==> src/rtl/serial_mux_tx.sv <==
// serial_mux_tx: four-channel round-robin parallel-to-serial transmitter.
// Frame on serOut: start(0), 2-bit address, DATA_W data MSB-first, stop(1).
module serial_mux_tx #(
   parameter int DATA_W       = 8,
   parameter int CLKS_PER_BIT = 1
) (
   input  logic                clk,
   input  logic                rstN,
   input  logic [4*DATA_W-1:0] chData,
   input  logic [3:0]          chValid,
   output logic [3:0]          chReady,
   output logic                serOut,
   output logic                busy,
   output logic [1:0]          curChan
);

   localparam int BW = (CLKS_PER_BIT > 1) ? $clog2(CLKS_PER_BIT) : 1;
   localparam int NW = $clog2(DATA_W + 1);
   localparam int SW = DATA_W + 2;
   localparam logic [BW-1:0] BAUD_MAX = BW'(CLKS_PER_BIT - 1);
   localparam logic [NW-1:0] DATA_MAX = NW'(DATA_W - 1);
   localparam logic [NW-1:0] ADDR_MAX = NW'(1);

   typedef enum logic [2:0] {
      IDLE,
      START,
      ADDR,
      DATA,
      STOP
   } state_t;

   state_t state, state_nxt;

   logic [BW-1:0] baud_cnt, baud_nxt;
   logic [NW-1:0] bit_cnt, bit_nxt;
   logic [SW-1:0] shreg, shreg_nxt;
   logic [1:0]    rr_last, grant;
   logic          grant_ok, bit_end, last_bit, xfer, ser_nxt;

   // Scan from the farthest candidate down so the nearest one wins.
   always_comb begin
      grant_ok = 1'b0;
      grant    = 2'd0;
      for (int k = 4; k >= 1; k--) begin
         if (chValid[rr_last + 2'(k)]) begin
            grant_ok = 1'b1;
            grant    = rr_last + 2'(k);
         end
      end
   end

   assign bit_end = (baud_cnt == BAUD_MAX);
   assign busy    = (state != IDLE);

   always_comb begin
      last_bit = 1'b0;
      unique case (state)
         START:   last_bit = 1'b1;
         ADDR:    last_bit = (bit_cnt == ADDR_MAX);
         DATA:    last_bit = (bit_cnt == DATA_MAX);
         STOP:    last_bit = 1'b1;
         default: last_bit = 1'b0;
      endcase
   end

   always_ff @(posedge clk or negedge rstN) begin
      if (!rstN) state <= IDLE;
      else       state <= state_nxt;
   end

   always_comb begin
      state_nxt = state;
      unique case (state)
         IDLE:    if (xfer) state_nxt = START;
         START:   if (bit_end) state_nxt = ADDR;
         ADDR:    if (bit_end && last_bit) state_nxt = DATA;
         DATA:    if (bit_end && last_bit) state_nxt = STOP;
         STOP:    if (bit_end) state_nxt = IDLE;
         default: state_nxt = IDLE;
      endcase
   end

   always_comb begin
      chReady = 4'b0000;
      if (rstN && state == IDLE && grant_ok)
         chReady = 4'b0001 << grant;
      xfer = |(chReady & chValid);

      baud_nxt  = '0;
      bit_nxt   = '0;
      shreg_nxt = shreg;
      if (state == IDLE) begin
         if (xfer)
            shreg_nxt = {grant, chData[grant*DATA_W +: DATA_W]};
      end else if (!bit_end) begin
         baud_nxt = baud_cnt + 1'b1;
         bit_nxt  = bit_cnt;
      end else if (!last_bit) begin
         bit_nxt = bit_cnt + 1'b1;
      end
      if (bit_end && (state == ADDR || state == DATA))
         shreg_nxt = shreg << 1;

      // serOut is registered, so it is derived from the upcoming state.
      ser_nxt = 1'b1;
      unique case (state_nxt)
         START:      ser_nxt = 1'b0;
         ADDR, DATA: ser_nxt = shreg_nxt[SW-1];
         default:    ser_nxt = 1'b1;
      endcase
   end

   always_ff @(posedge clk or negedge rstN) begin
      if (!rstN) begin
         baud_cnt <= '0;
         bit_cnt  <= '0;
         shreg    <= '0;
         serOut   <= 1'b1;
         rr_last  <= 2'd3;
         curChan  <= 2'd0;
      end else begin
         baud_cnt <= baud_nxt;
         bit_cnt  <= bit_nxt;
         shreg    <= shreg_nxt;
         serOut   <= ser_nxt;
         if (xfer) begin
            rr_last <= grant;
            curChan <= grant;
         end
      end
   end

endmodule

==> config.mk <==
export PLATFORM = sky130hd
export DESIGN_NAME = serial_mux_tx
export DESIGN_NICKNAME = d
export VERILOG_FILES = /design/src/rtl/serial_mux_tx.sv
export SDC_FILE = /design/constraint.sdc
export NUM_CORES = 1
export LEC_CHECK = 0
export BUFFER_PORTS_ARGS = -buffer_cell sky130_fd_sc_hd__buf_2
export CAP_MARGIN = 20
export CORE_MARGIN = 2
export CORE_UTILIZATION = 35
export CTS_CLUSTER_SIZE = 8
export DETAILED_ROUTE_END_ITERATION = 16
export SKIP_LAST_GASP = 1
export SLEW_MARGIN = 20
export SYNTH_ARGS = -nofsm -noshare
export SYNTH_HDL_FRONTEND = slang
export SYNTH_SLANG_ARGS = --single-unit
export TNS_END_PERCENT = 100
==> constraint.sdc <==
create_clock -name clk -period 2.4 [get_ports clk]
set_clock_uncertainty 0.15 [all_clocks]
set_input_delay 0.48 -clock clk [delete_from_list [all_inputs] [get_ports clk]]
set_output_delay 0.48 -clock clk [all_outputs]
set_load 0.01 [all_outputs]
=== Word level (Yosys, flattened, before mapping) ===
Cells that the tools add are included.

* Output and inout bits: 8
* Word-level logic and storage cells: 77
* Register bits after elaboration: 23

* Bitwise logic cells: 2
* Eq/ne operators: 10
* $lt $le $gt $ge: 4
* Multiplexer cells: 33
* $add $sub $neg: 5
* Reduce and logical (&&, ||, !) cells: 13
* Shifts and indexed selects: 2

{| class="wikitable"
|+ Operator list
! kind !! number
|-
| indexed part select 32 x 6 -> 8 bit || 1
|-
| 2-to-1 mux 10 bit || 3
|-
| 2-to-1 mux 4 bit || 4
|-
| 2-to-1 mux 3 bit || 5
|-
| case mux 3 bit (5 select lines) || 1
|-
| equality test 3 x 2 -> 1 bit, second input constant || 4
|-
| < comparator 2 x 3 -> 1 bit, second input constant || 4
|-
| 2-to-1 mux 1 bit || 10
|-
| binary-select mux 1 bit (select 2 bit) || 4
|-
| 2-to-1 mux 2 bit || 4
|-
| equality test 3 x 1 -> 1 bit, second input constant || 2
|-
| adder 2 bit, second input constant || 2
|-
| adder 4 x 1 -> 4 bit, second input constant || 1
|-
| bitwise AND 4 bit || 1
|-
| equality test 4 x 1 -> 1 bit, second input constant || 1
|-
| equality test 4 x 3 -> 1 bit, second input constant || 1
|-
| logical AND 1 bit || 4
|-
| nonzero test 2 bit || 2
|-
| OR reduction 2 bit || 2
|-
| OR reduction 4 bit || 1
|-
| << shifter 1 x 2 -> 4 bit, first input constant || 1
|-
| equality test 3 bit, second input constant || 1
|-
| zero test 3 bit || 1
|-
| case mux 1 bit (3 select lines) || 1
|-
| other kinds (8) || 8
|}

=== Logic depth before layout (Yosys ltp) ===
Gate-level depths: netlist of the first run.

* Word-level depth: 15
* Gate-level depth with buffers: 7
* Gate-level depth less buffers: 5

=== Worst setup path after synthesis of the first run ===
Ideal clock, no wire load.

* Path kind: register -> output
* Start point: reg state[0]
* End point: out chReady[0]
* Arrival: 1.556 ns
* Cell stages (with the launch flop): 6
* Path buffers: 2
* Required time: 1.770 ns
* Setup slack: 0.214 ns
* Cells stage by stage: dfrtp_1 clkbuf_1 nor3_1 nand3_1 buf_2 nor3_1

* Word-level cells in the longest chain between the ends: 4

{| class="wikitable"
|+ Ends and longest elaborated chain
! what !! RTL line !! text
|-
| from (decl) || 32 || <nowiki>state_t state, state_nxt;</nowiki>
|-
| from (signal assigned) || 68 || <nowiki>else state <= state_nxt;</nowiki>
|-
| zero test 3 bit || 85 || <nowiki>if (rstN && state == IDLE && grant_ok)</nowiki>
|-
| logical AND 1 bit (2 in series) || 85 ||
|-
| 2-to-1 mux 4 bit || 85 ||
|-
| to (decl) || 11 || <nowiki>output logic [3:0] chReady,</nowiki>
|}

No other way between the ends.

=== Worst setup path after layout of the first run ===
* Start point: reg rr_last[0]
* End point: out chReady[0]

* Word-level cells in the longest chain between the ends: 8
* Elaborated cells between the ends (all ways): 22

{| class="wikitable"
|+ Ends and longest elaborated chain
! what !! RTL line !! text
|-
| from (decl) || 37 || <nowiki>logic [1:0] rr_last, grant;</nowiki>
|-
| from (signal assigned) || 127 || <nowiki>rr_last <= grant;</nowiki>
|-
| adder 2 bit / binary-select mux 1 bit (select 2 bit) (equally long branches) || 45, 47 ||
|-
| binary-select mux 1 bit (select 2 bit) / 2-to-1 mux 1 bit (equally long branches) || 45 || <nowiki>if (chValid[rr_last + 2'(k)]) begin</nowiki>
|-
| 2-to-1 mux 1 bit (not written as such) / 2-to-1 mux 2 bit (equally long branches) || 45 ||
|-
| 2-to-1 mux 2 bit / 2-to-1 mux 1 bit (equally long branches) (3 in series) || 45 ||
|-
| << shifter 1 x 2 -> 4 bit / logical AND 1 bit (equally long branches) || 86, 85 ||
|-
| 2-to-1 mux 4 bit (*) || 85 ||
|}

Mark *: on every way between the ends. The rest lies on a longest branch, timed or not. The select of a mux whose other input is x is not followed.

==> qor.yml, run 1 <==
tightest_slew_ns: 0.499
yosys.cell_types.count: 42
gr-total-overflow: 0
post-dp-hpwl_mm: 2.82
initial_core_util: 0.359
syn_avg_cell_area_um2: 8.98
routed_wl_mm: 3.69
critPathTopFamily: "flip-flops"
status: "finished clean"
root_buffer: "clkbuf_8"
max_freq_ghz: 0.438
clk_pin_slew_worst_paths_ns: 0.07
core_um2: 3970
slowest_delay_ns: 0.60
detail_route.wl_per_cell_um: 14.0
synth_warnings: 0
htreeDepth: 1
dr.pass1.iters: 4
hold_viol_final: 0
antenna_found_initial: 0
numCtsBuffers: 3
cts_hold_buf: 0
finalMaxSlewViolations: 0
tritoncts: "done"
holdWs_ns: 0.0943
crit_fanout: 7
maxCapViolations: 0
final_cell_area_um2: 1880
crit_path_start_kind: "flop"
max_slew_margin: 0.665
arrival_ns: 1.65
path_cells: "nor2b_2 > o21ai_2 > nand3_1 > nor3_1 > buf_2"
dieWidth_um: 67.9
ys_ff_latch: 22
critPathRequiredTime_ns: 1.77
period_needed_ns: 2.28
grt_max_degree: 24
layout_commonest_cell: "buf_2"
hold_class: "in -> async"
critPathKind: "reg -> out"
clk_latency_ns: 0.25
vias: 1406
grt_usage: 0.168
grt_pass1_wl_mm: 5.87
drive_gt1_frac: 0.379
num_rows: 23
cts_buffer_depth: 2
n_antenna_cell: 0
io_pins: 46
gp_congestion: 0.753
syn_area_um2: 1430
final_cell_mix: "buf_2, dfrtp_1, nor2_1, buf_4, o21ai_0"
power.density_nw_per_um2: 1050
cpMaxStageDelayCell: "dfstp_2"
cts_num_sinks: 22
synthCells: 159
ant_nets: 0
synth_seq_area_share: 0.388
syn_nets: 198
setup_viol: 0
nets: 254
grt_pass1_vias: 1300
cp-end-kind: "primary output"
via_per_inst: 5.33
dpl-instance-area_um2: 1770
die_y_um: 67.9
reg2reg_setup_slack_ns: 0.31
utilization: 0.473
crit_buf_inv: 1
portBuffers: 45
syn_to_final_growth_pct: 31.6
drt_iter0_drc: 55
period_share: 0.950
drc: 0
cts_setup_buffers: 0
p_leak_nw: 0.857
rsz0062_at_grt: "yes"
ir_drop_uv: 484
dieArea_um2: 4610
routing by layer:
| layer | up-vias | part of all wire | global-route usage |
|---|---|---|---|
| met5 | - | 0 | 0 |
| met4 | 0 | 0.012 | 0.0725 |
| met3 | 6 | 0.063 | 0.0263 |
| met2 | 39 | 0.48 | 0.268 |
| met1 | 651 | 0.44 | 0.225 |
| li1 | 710 | - | - |
through the flow:
step	power, W	std cells	setup TNS (ns)	setup slack (ns)
after floorplan	0.00138	159	0	0.214
after global placement	0.00167	260	0	0.109
after detailed placement	0.00167	260	0	0.0535
after CTS	0.00194	264	0	0.0134
after global routing	0.00217	264	-0.0393	-0.0370
final	0.00197	264	0	0.119
path summary, 6_finish.rpt:
kind,depth (start not counted),end,from
min in group clk,2,curChan[1],curChan[1]
hold reg to reg,2,curChan[1],curChan[1]
setup reg to reg,6,shreg[2],rr_last[1]
hold / removal,2,shreg[0],rstN
setup / recovery,5,chReady[0],rr_last[0]
max in group asynchronous,2,rr_last[1],rstN
what timing repair did:
item | CTS | global route
resized for setup | 1 | 10
pin swaps | 0 | 1
endpoints found under the setup margin | 1 | 3
cloned | 0 | 0
where the power goes:
group / internal, W / total, W / switching (W)
Combinational: 0.000493 / 0.00106 / 0.000562
Sequential: 0.000544 / 0.000663 / 0.000119
Clock: 0.000146 / 0.000256 / 0.000110
cells in the mapped netlist, drive strengths merged:
cell | n | share of area
or2 | 1 | 0.0044
a211oi | 2 | 0.011
nor2b | 7 | 0.031
a22oi | 4 | 0.021
a221o | 1 | 0.0070
o31ai | 1 | 0.0053
nor3 | 6 | 0.021
and3 | 1 | 0.0079
mux2i | 8 | 0.056
buf | 4 | 0.019
inv | 4 | 0.011
nand2 | 5 | 0.013
nor2 | 17 | 0.045
nor3b | 1 | 0.0053
o21ai | 20 | 0.070
mux2 | 4 | 0.032
nand2b | 4 | 0.018
o21a | 4 | 0.021
a211o | 1 | 0.0061
a31oi | 1 | 0.0044
clkbuf | 3 | 0.0079
ha | 1 | 0.0088
and4 | 4 | 0.025
a2bb2oi | 1 | 0.0061
nand4 | 1 | 0.0044
or3 | 4 | 0.018
dfrtp | 19 | 0.33
nor4 | 1 | 0.0044
o31a | 4 | 0.025
a21oi | 9 | 0.032
xor2 | 1 | 0.0061
nand3 | 4 | 0.014
a221oi | 5 | 0.035
xnor2 | 1 | 0.0061
dfstp | 3 | 0.055
or4 | 2 | 0.013
kinds of logic after synthesis:
| family | share of synthesized area |
|---|---|
| xor+xnor | 0.0123 |
| fa+ha+maj | 0.00876 |
| simple gates | 0.223 |
| flops | 0.388 |
| compound gates | 0.243 |
| buf+inv | 0.0377 |
| mux | 0.0876 |
layout make-up:
| type | instances | area [um2] |
|---|---|---|
| fill | 397 | 2090 |
| multi-input combinational | 126 | 868 |
| sequential | 22 | 554 |
| timing repair buffer | 58 | 323 |
| tap | 50 | 62.6 |
| clock buffer | 4 | 55.1 |
| inverter | 4 | 15.0 |
flip-flops by register name (all words and copies together) (netlist names):
register,count
bit_cnt,4
serOut,1
curChan,2
shreg,10
state,3
rr_last,2
Note: power is estimated with default switching activity, not from simulation.
==> inputs of run 2 (changes only) <==
- CORE_UTILIZATION: 35 -> 50
- PLACE_DENSITY: unset -> 0.79
==> qor.yml, run 2 (synthesized netlist as in run 1, its figures left out) <==
dpl-instance-area_um2: 1770  # -0.21%
clk_pin_slew_worst_paths_ns: 0.10  # +0.03 ns
arrival_ns: 1.74  # +0.09 ns
io_pins: 46  # unchanged
cts_setup_buffers: 0  # unchanged
crit_buf_inv: 2  # +1
root_buffer: "clkbuf_4"
crit_path_start_kind: "flop"
via_per_inst: 5.85  # +9.8%
post-dp-hpwl_mm: 2.91  # +3.1%
nets: 255  # +0.39%
numCtsBuffers: 3  # unchanged
cts_hold_buf: 0  # unchanged
portBuffers: 45  # unchanged
cp-end-kind: "primary output"
pwr-share-comb: 0.567  # +0.032
intPower_w: 0.00112  # -5.4%
max_freq_ghz: 0.421  # -3.9%
hold_viol_final: 0  # unchanged
num_rows: 19  # -17%
cts_num_sinks: 22  # unchanged
reg2reg_depth: 7  # +1
setup_ws_ns: 0.0272  # -0.0918 ns
hold_class: "in -> async"
initial_core_util: 0.522  # +0.163
drt-met1-wl_mm: 1.60  # -1.5%
tritoncts: "done"
grt_max_degree: 24  # unchanged
seq_power_share: 0.346  # +0.010
final_cell_mix: "buf_2, dfrtp_1, nor2_1, buf_4, o21ai_0"
ir_drop_uv: 776  # +61%
period_share: 0.989  # +0.0383
rsz0062_at_grt: "yes"
die_y_um: 57.4  # -15%
layout_commonest_cell: "buf_2"
maxCapViolations: 0  # unchanged
crit_cells: 5  # unchanged
wl_met2_mm: 1.81  # +1.4%
finalMaxSlewViolations: 0  # unchanged
max_slew_margin: 0.633  # -0.0318
vias: 1439  # +2.3%
met3_length_um: 231  # -0.43%
reg2reg_setup_slack_ns: 0.39  # +0.08 ns
htreeDepth: 1  # unchanged
top_regs: "shreg x10, bit_cnt x4, state x3"
crit_fanout: 6  # -1
startpoint: "rr_last[1]"
grt_usage: 0.227  # +0.0597
p_total_w: 0.00191  # -3.1%
clk_latency_ns: 0.30  # +0.05 ns
status: "finished clean"
swShare: 0.415  # +0.0139
grt_pass1_vias: 1333  # +2.5%
p_leak_nw: 0.848  # -1.1%
final_cell_area_um2: 1820  # -2.9%
topRoutingLayerUsed: "met4"
slowest_delay_ns: 0.60  # about the same
pre_cts_ws_ns: 0.0592  # +0.00569 ns
cp-endpoint: "chReady[1]"
critPathTopFamily: "flip-flops"
power.density_nw_per_um2: 1050  # -0.18%
antenna_found_initial: 0  # unchanged
tightest_slew_ns: 0.549  # +0.0503 ns
path_cells: "o21a_2 > a221oi_2 > buf_4 > nor3_1 > buf_2"
drc: 0  # unchanged
r2r_end: "shreg[7]"
detail_route.wl_per_cell_um: 15.1  # +8.1%
power.clock.fraction: 0.087  # -0.043
drt_iter0_drc: 60  # +9.1%
p_sw_w: 0.000794  # +0.26%
period_needed_ns: 2.37  # +0.0918 ns
gp_congestion: 0.920  # +22%
critPathKind: "reg -> out"
dieArea_um2: 3300  # -28%
dr.pass1.iters: 4  # unchanged
routed_wl_mm: 3.72  # +0.70%
critPathRequiredTime_ns: 1.77  # about the same
grt_pass1_wl_mm: 5.91  # +0.60%
drive_gt1_frac: 0.372  # -0.00641
cpMaxStageDelayCell: "dfstp_2"
n_antenna_cell: 0  # unchanged
largest_reg_flops: 10  # unchanged
dieWidth_um: 57.4  # -15%
core_um2: 2730  # -31%
r2r_start: "rr_last[1]"
cts_buffer_depth: 2  # unchanged
setup_viol: 0  # unchanged
gr-total-overflow: 0  # unchanged
largest-register: "shreg"
syn_to_final_growth_pct: 27.7
ant_nets: 0  # unchanged
[run 2: repair_timing]
action / 4_1_cts / 5_1_grt
pin swaps: 0 / 2
gates resized for setup: 3 / 5
setup endpoints to repair: 2 / 3
[run 2: worst min-delay path by stage]
stage               start    endpoint  slack, ns  cells after the start
3_3_place_gp   curChan[1]  curChan[1]       0.31                      2
4_1_cts              rstN    shreg[9]       0.03                      2
2_1_floorplan        rstN  bit_cnt[0]       0.03                      0
6_report             rstN  bit_cnt[0]       0.03                      2
5_1_grt              rstN    state[0]       0.04                      2
3_5_place_dp   curChan[1]  curChan[1]       0.31                      2
[run 2: metrics by stage]
| step | setup TNS (ns) | utilization | cells | hold WS (ns) |
|---|---|---|---|---|
| after floorplan | 0 | - | 159 | 0.0344 |
| after global routing | -0.0914 | 0.667 | 246 | 0.0357 |
| after detailed placement | 0 | 0.648 | 242 | 0.314 |
| after global placement | 0 | 0.648 | 242 | 0.307 |
| after CTS | 0 | 0.661 | 246 | 0.0324 |
| final | 0 | 0.667 | 246 | 0.0280 |
[run 2: routing by layer]
layer	track usage	vias to the layer above
met3	0.0340	8
met5	0	-
met1	0.301	670
met4	0.0797	0
met2	0.380	51
li1	-	710
[run 2: final cells by class]
| class | count | area, um2 |
|---|---|---|
| Clock buffer | 4 | 26.3 |
| Fill cell | 237 | 911 |
| Inverter | 4 | 15.0 |
| Multi-Input combinational cell | 126 | 846 |
| Timing Repair Buffer | 59 | 343 |
| Sequential cell | 22 | 554 |
| Tap cell | 31 | 38.8 |
[run 2: worst register-to-register path, delay by kind of cell (launching register included)]
kind / cells / cell delay [ns]
flip-flops: 1 / 0.60
buffers and inverters: 3 / 0.45
AO/OA/AOI/OAI: 2 / 0.41
multiplexers: 2 / 0.33
[run 2: power groups by stage]
stage | sequential (W) | clock [W] | combinational [W]
final | 0.000662 | 0.000166 | 0.00109
after CTS | 0.000656 | 0.000169 | 0.00107
after global routing | 0.000685 | 0.000183 | 0.00120
after global placement | 0.000655 | 0 | 0.00102
after detailed placement | 0.000664 | 0 | 0.00105
after floorplan | 0.000646 | 0 | 0.000731
==> inputs of run 3 (changes only) <==
- ABC_AREA: unset -> 1
- CORE_UTILIZATION: 50 -> 52
- MAX_ROUTING_LAYER: unset -> met4
- PLACE_DENSITY: 0.79 -> 0.91
==> qor.yml, run 3 <==
status: "complete, but fails checks"
violations: "setup timing"
rsz0062_at_grt: "yes"
largest_reg_flops: 10  # unchanged
path_cells: "buf_6 > nand2_2 > nand2_2 > nand2_2 > o21ai_1 > nand4_1 > nand2_1 > inv_2 > nor3_2 > buf_2"
drc: 0  # unchanged
via_per_inst: 5.01  # -14%
cpMaxStageDelayCell: "dfstp_2"
syn_to_final_growth_pct: 27.2
detail_route.wl_per_cell_um: 10.7  # -29%
crit_path_start_kind: "flop"
cp-end-kind: "primary output"
portBuffers: 45  # unchanged
p_leak_nw: 1.20  # +42%
setup_ws_ns: -0.222  # -0.249 ns
reg2reg_setup_slack_ns: 0.12  # -0.27 ns
syn_avg_cell_area_um2: 6.67  # -26%
cts_num_sinks: 22  # unchanged
hp-start: "state[2]"
arrival_ns: 1.99  # +0.25 ns
drt_iter0_drc: 77  # +28%
root_buffer: "clkbuf_4"
synth_top_area_cell: "dfrtp_1"
whs_endpoint: "state[1]"
gp_congestion: 0.890  # -3.2%
syn_nets: 283  # +43%
period_needed_ns: 2.62  # +0.249 ns
tightest_slew_ns: 0.439  # -0.111 ns
slowest_delay_ns: 0.65  # +0.05 ns
hold_depth: 1
num_rows: 20  # +1
finalMaxSlewViolations: 0  # unchanged
maxCapViolations: 0  # unchanged
setup_viol: 4  # +4
grt_usage: 0.231  # +0.00340
async_flop_share: 1.00  # unchanged
synth_edf_count: 0  # unchanged
synth_ff_type: "dfrtp_1"
syn_area_um2: 1630  # +14%
nets: 342  # +34%
vias: 1679  # +17%
ir_drop_uv: 694  # -11%
max_slew_margin: 0.706  # +0.0728
r2r_end: "shreg[6]"
htreeDepth: 1  # unchanged
synthCells: 244  # +53%
post-dp-hpwl_mm: 2.80  # -3.9%
core_um2: 3000  # +9.8%
largest-register: "shreg"
dieWidth_um: 60.0  # +4.4%
max_freq_ghz: 0.381  # -9.5%
final_cell_area_um2: 2070  # +14%
critPathTopFamily: "flip-flops"
grt_pass1_wl_mm: 6.29  # +6.5%
hold_class: "reg -> reg"
routed_wl_mm: 3.60  # -3.3%
ys_ff_latch: 22  # unchanged
n_antenna_cell: 0  # unchanged
clk_latency_ns: 0.32  # +0.02 ns
pre_cts_ws_ns: 0.0639  # +0.00470 ns
r2r_start: "rr_last[0]"
yosys.cell_types.count: 31  # -26%
gr-total-overflow: 0  # unchanged
cts_buffer_depth: 2  # unchanged
tritoncts: "done"
drive_gt1_frac: 0.364  # -0.00785
final_cell_mix: "nand2_1, buf_2, nand3_1, inv_1"
top_regs: "shreg x10, bit_cnt x4, state x3"
dieArea_um2: 3590  # +8.9%
synth_warnings: 0  # unchanged
period_share: 1.09  # +0.104
grt_pass1_vias: 1569  # +18%
clk_pin_slew_worst_paths_ns: 0.13  # +0.03 ns
die_y_um: 60.0  # +4.4%
startpoint: "rr_last[0]"
power.density_nw_per_um2: 1450  # +38%
yosysMostFrequentCell: "nand2_1"
synth_seq_area_share: 0.341  # -0.0477
antenna_found_initial: 0  # unchanged
synth_top_area_share: 0.292  # -0.0410
initial_core_util: 0.542  # +0.0199
dr.pass1.iters: 4  # unchanged
synth_common_cells: "nand2_1, nand3_1, inv_1"
crit_buf_inv: 3  # +1
crit_fanout: 5  # -1
grt_max_degree: 23  # -4.2%
critPathRequiredTime_ns: 1.77  # about the same
layout_commonest_cell: "nand2_1"
crit_path_frequent_cell: "nand2_2"
ant_nets: 0  # unchanged
critPathKind: "reg -> out"
synth_area_leaders: "dfrtp_1, nand2_1, nand3_1"
reg2reg_depth: 15  # +8
utilization: 0.690  # +0.0228
io_pins: 46  # unchanged
dpl-instance-area_um2: 1900  # +7.2%
numCtsBuffers: 3  # unchanged
hold_viol_final: 0  # unchanged
## run 3: metal layers
layer,routed length [um],track usage,up-vias
met2,1910,0.413,44
li1,-,-,875
met5,0,-,-
met1,1510,0.281,755
met3,162,0.0390,5
met4,17,0.0222,0
## run 3: logic make-up (layout without fill, tap and decap cells)
family          count (synthesis)  after routing  synth area share
fa+ha+maj                       1              1           0.00769
simple gates                  166            166             0.479
buf+inv                        43            101             0.125
compound gates                 10             10            0.0369
flops                          22             22             0.341
xor+xnor                        2              2            0.0108
## run 3: power breakdown
part | switching, W | internal, W | leakage [nW]
sequential | 0.000107 | 0.000540 | 0.277
combinational | 0.00125 | 0.000807 | 0.896
clock | 0.000115 | 0.000169 | 0.0279
## run 3: worst register-to-register path, cell delays in order (launching register included)
cell and delay, ns:
dfstp_2 0.65, buf_6 0.13, nand2_2 0.05, nand2_2 0.08, nand2_2 0.06, o21ai_1 0.09
nand4_1 0.10, nand2_1 0.11, inv_2 0.07, buf_4 0.13, buf_4 0.14, buf_4 0.14
nand3_1 0.07, nand2_1 0.06, nand2_1 0.06, nand3_1 0.06
## run 3: area by class of cell
| type | count | area (um2) |
|---|---|---|
| fill | 259 | 932 |
| multi-input combinational | 179 | 920 |
| sequential | 22 | 554 |
| timing repair buffer | 63 | 370 |
| inverter | 34 | 133 |
| tap | 33 | 41.3 |
| clock inverter | 1 | 30.0 |
| clock buffer | 3 | 22.5 |
## run 3: what timing repair did
action	CTS	global route
cloned	0	0
gates resized for setup	10	9
endpoints found under the hold margin	19	0
pin swaps	5	9
setup buffers	6	1
endpoints found under the setup margin	4	4
hold buffers	1	0
## run 3: worst max path at each step
stage | slack (ns) | end | cells after the start
3_3_place_gp | 0.11 | chReady[0] | 11
3_5_place_dp | 0.06 | chReady[2] | 9
5_1_grt | -0.31 | chReady[2] | 10
2_1_floorplan | 0.12 | chReady[2] | 12
6_report | -0.22 | chReady[2] | 10
4_1_cts | -0.20 | chReady[3] | 10
## run 3: stage by stage
| step | TNS, ns | instances | hold WS (ns) | total power [W] |
|---|---|---|---|---|
| CTS | -0.755 | 334 | 0.324 | 0.00292 |
| global route | -1.16 | 335 | 0.347 | 0.00330 |
| finish | -0.735 | 335 | 0.330 | 0.00299 |
| floorplan | 0 | 244 | 0.0344 | 0.00219 |
| global placement | 0 | 323 | 0.303 | 0.00247 |
| detailed placement | 0 | 323 | 0.307 | 0.00251 |
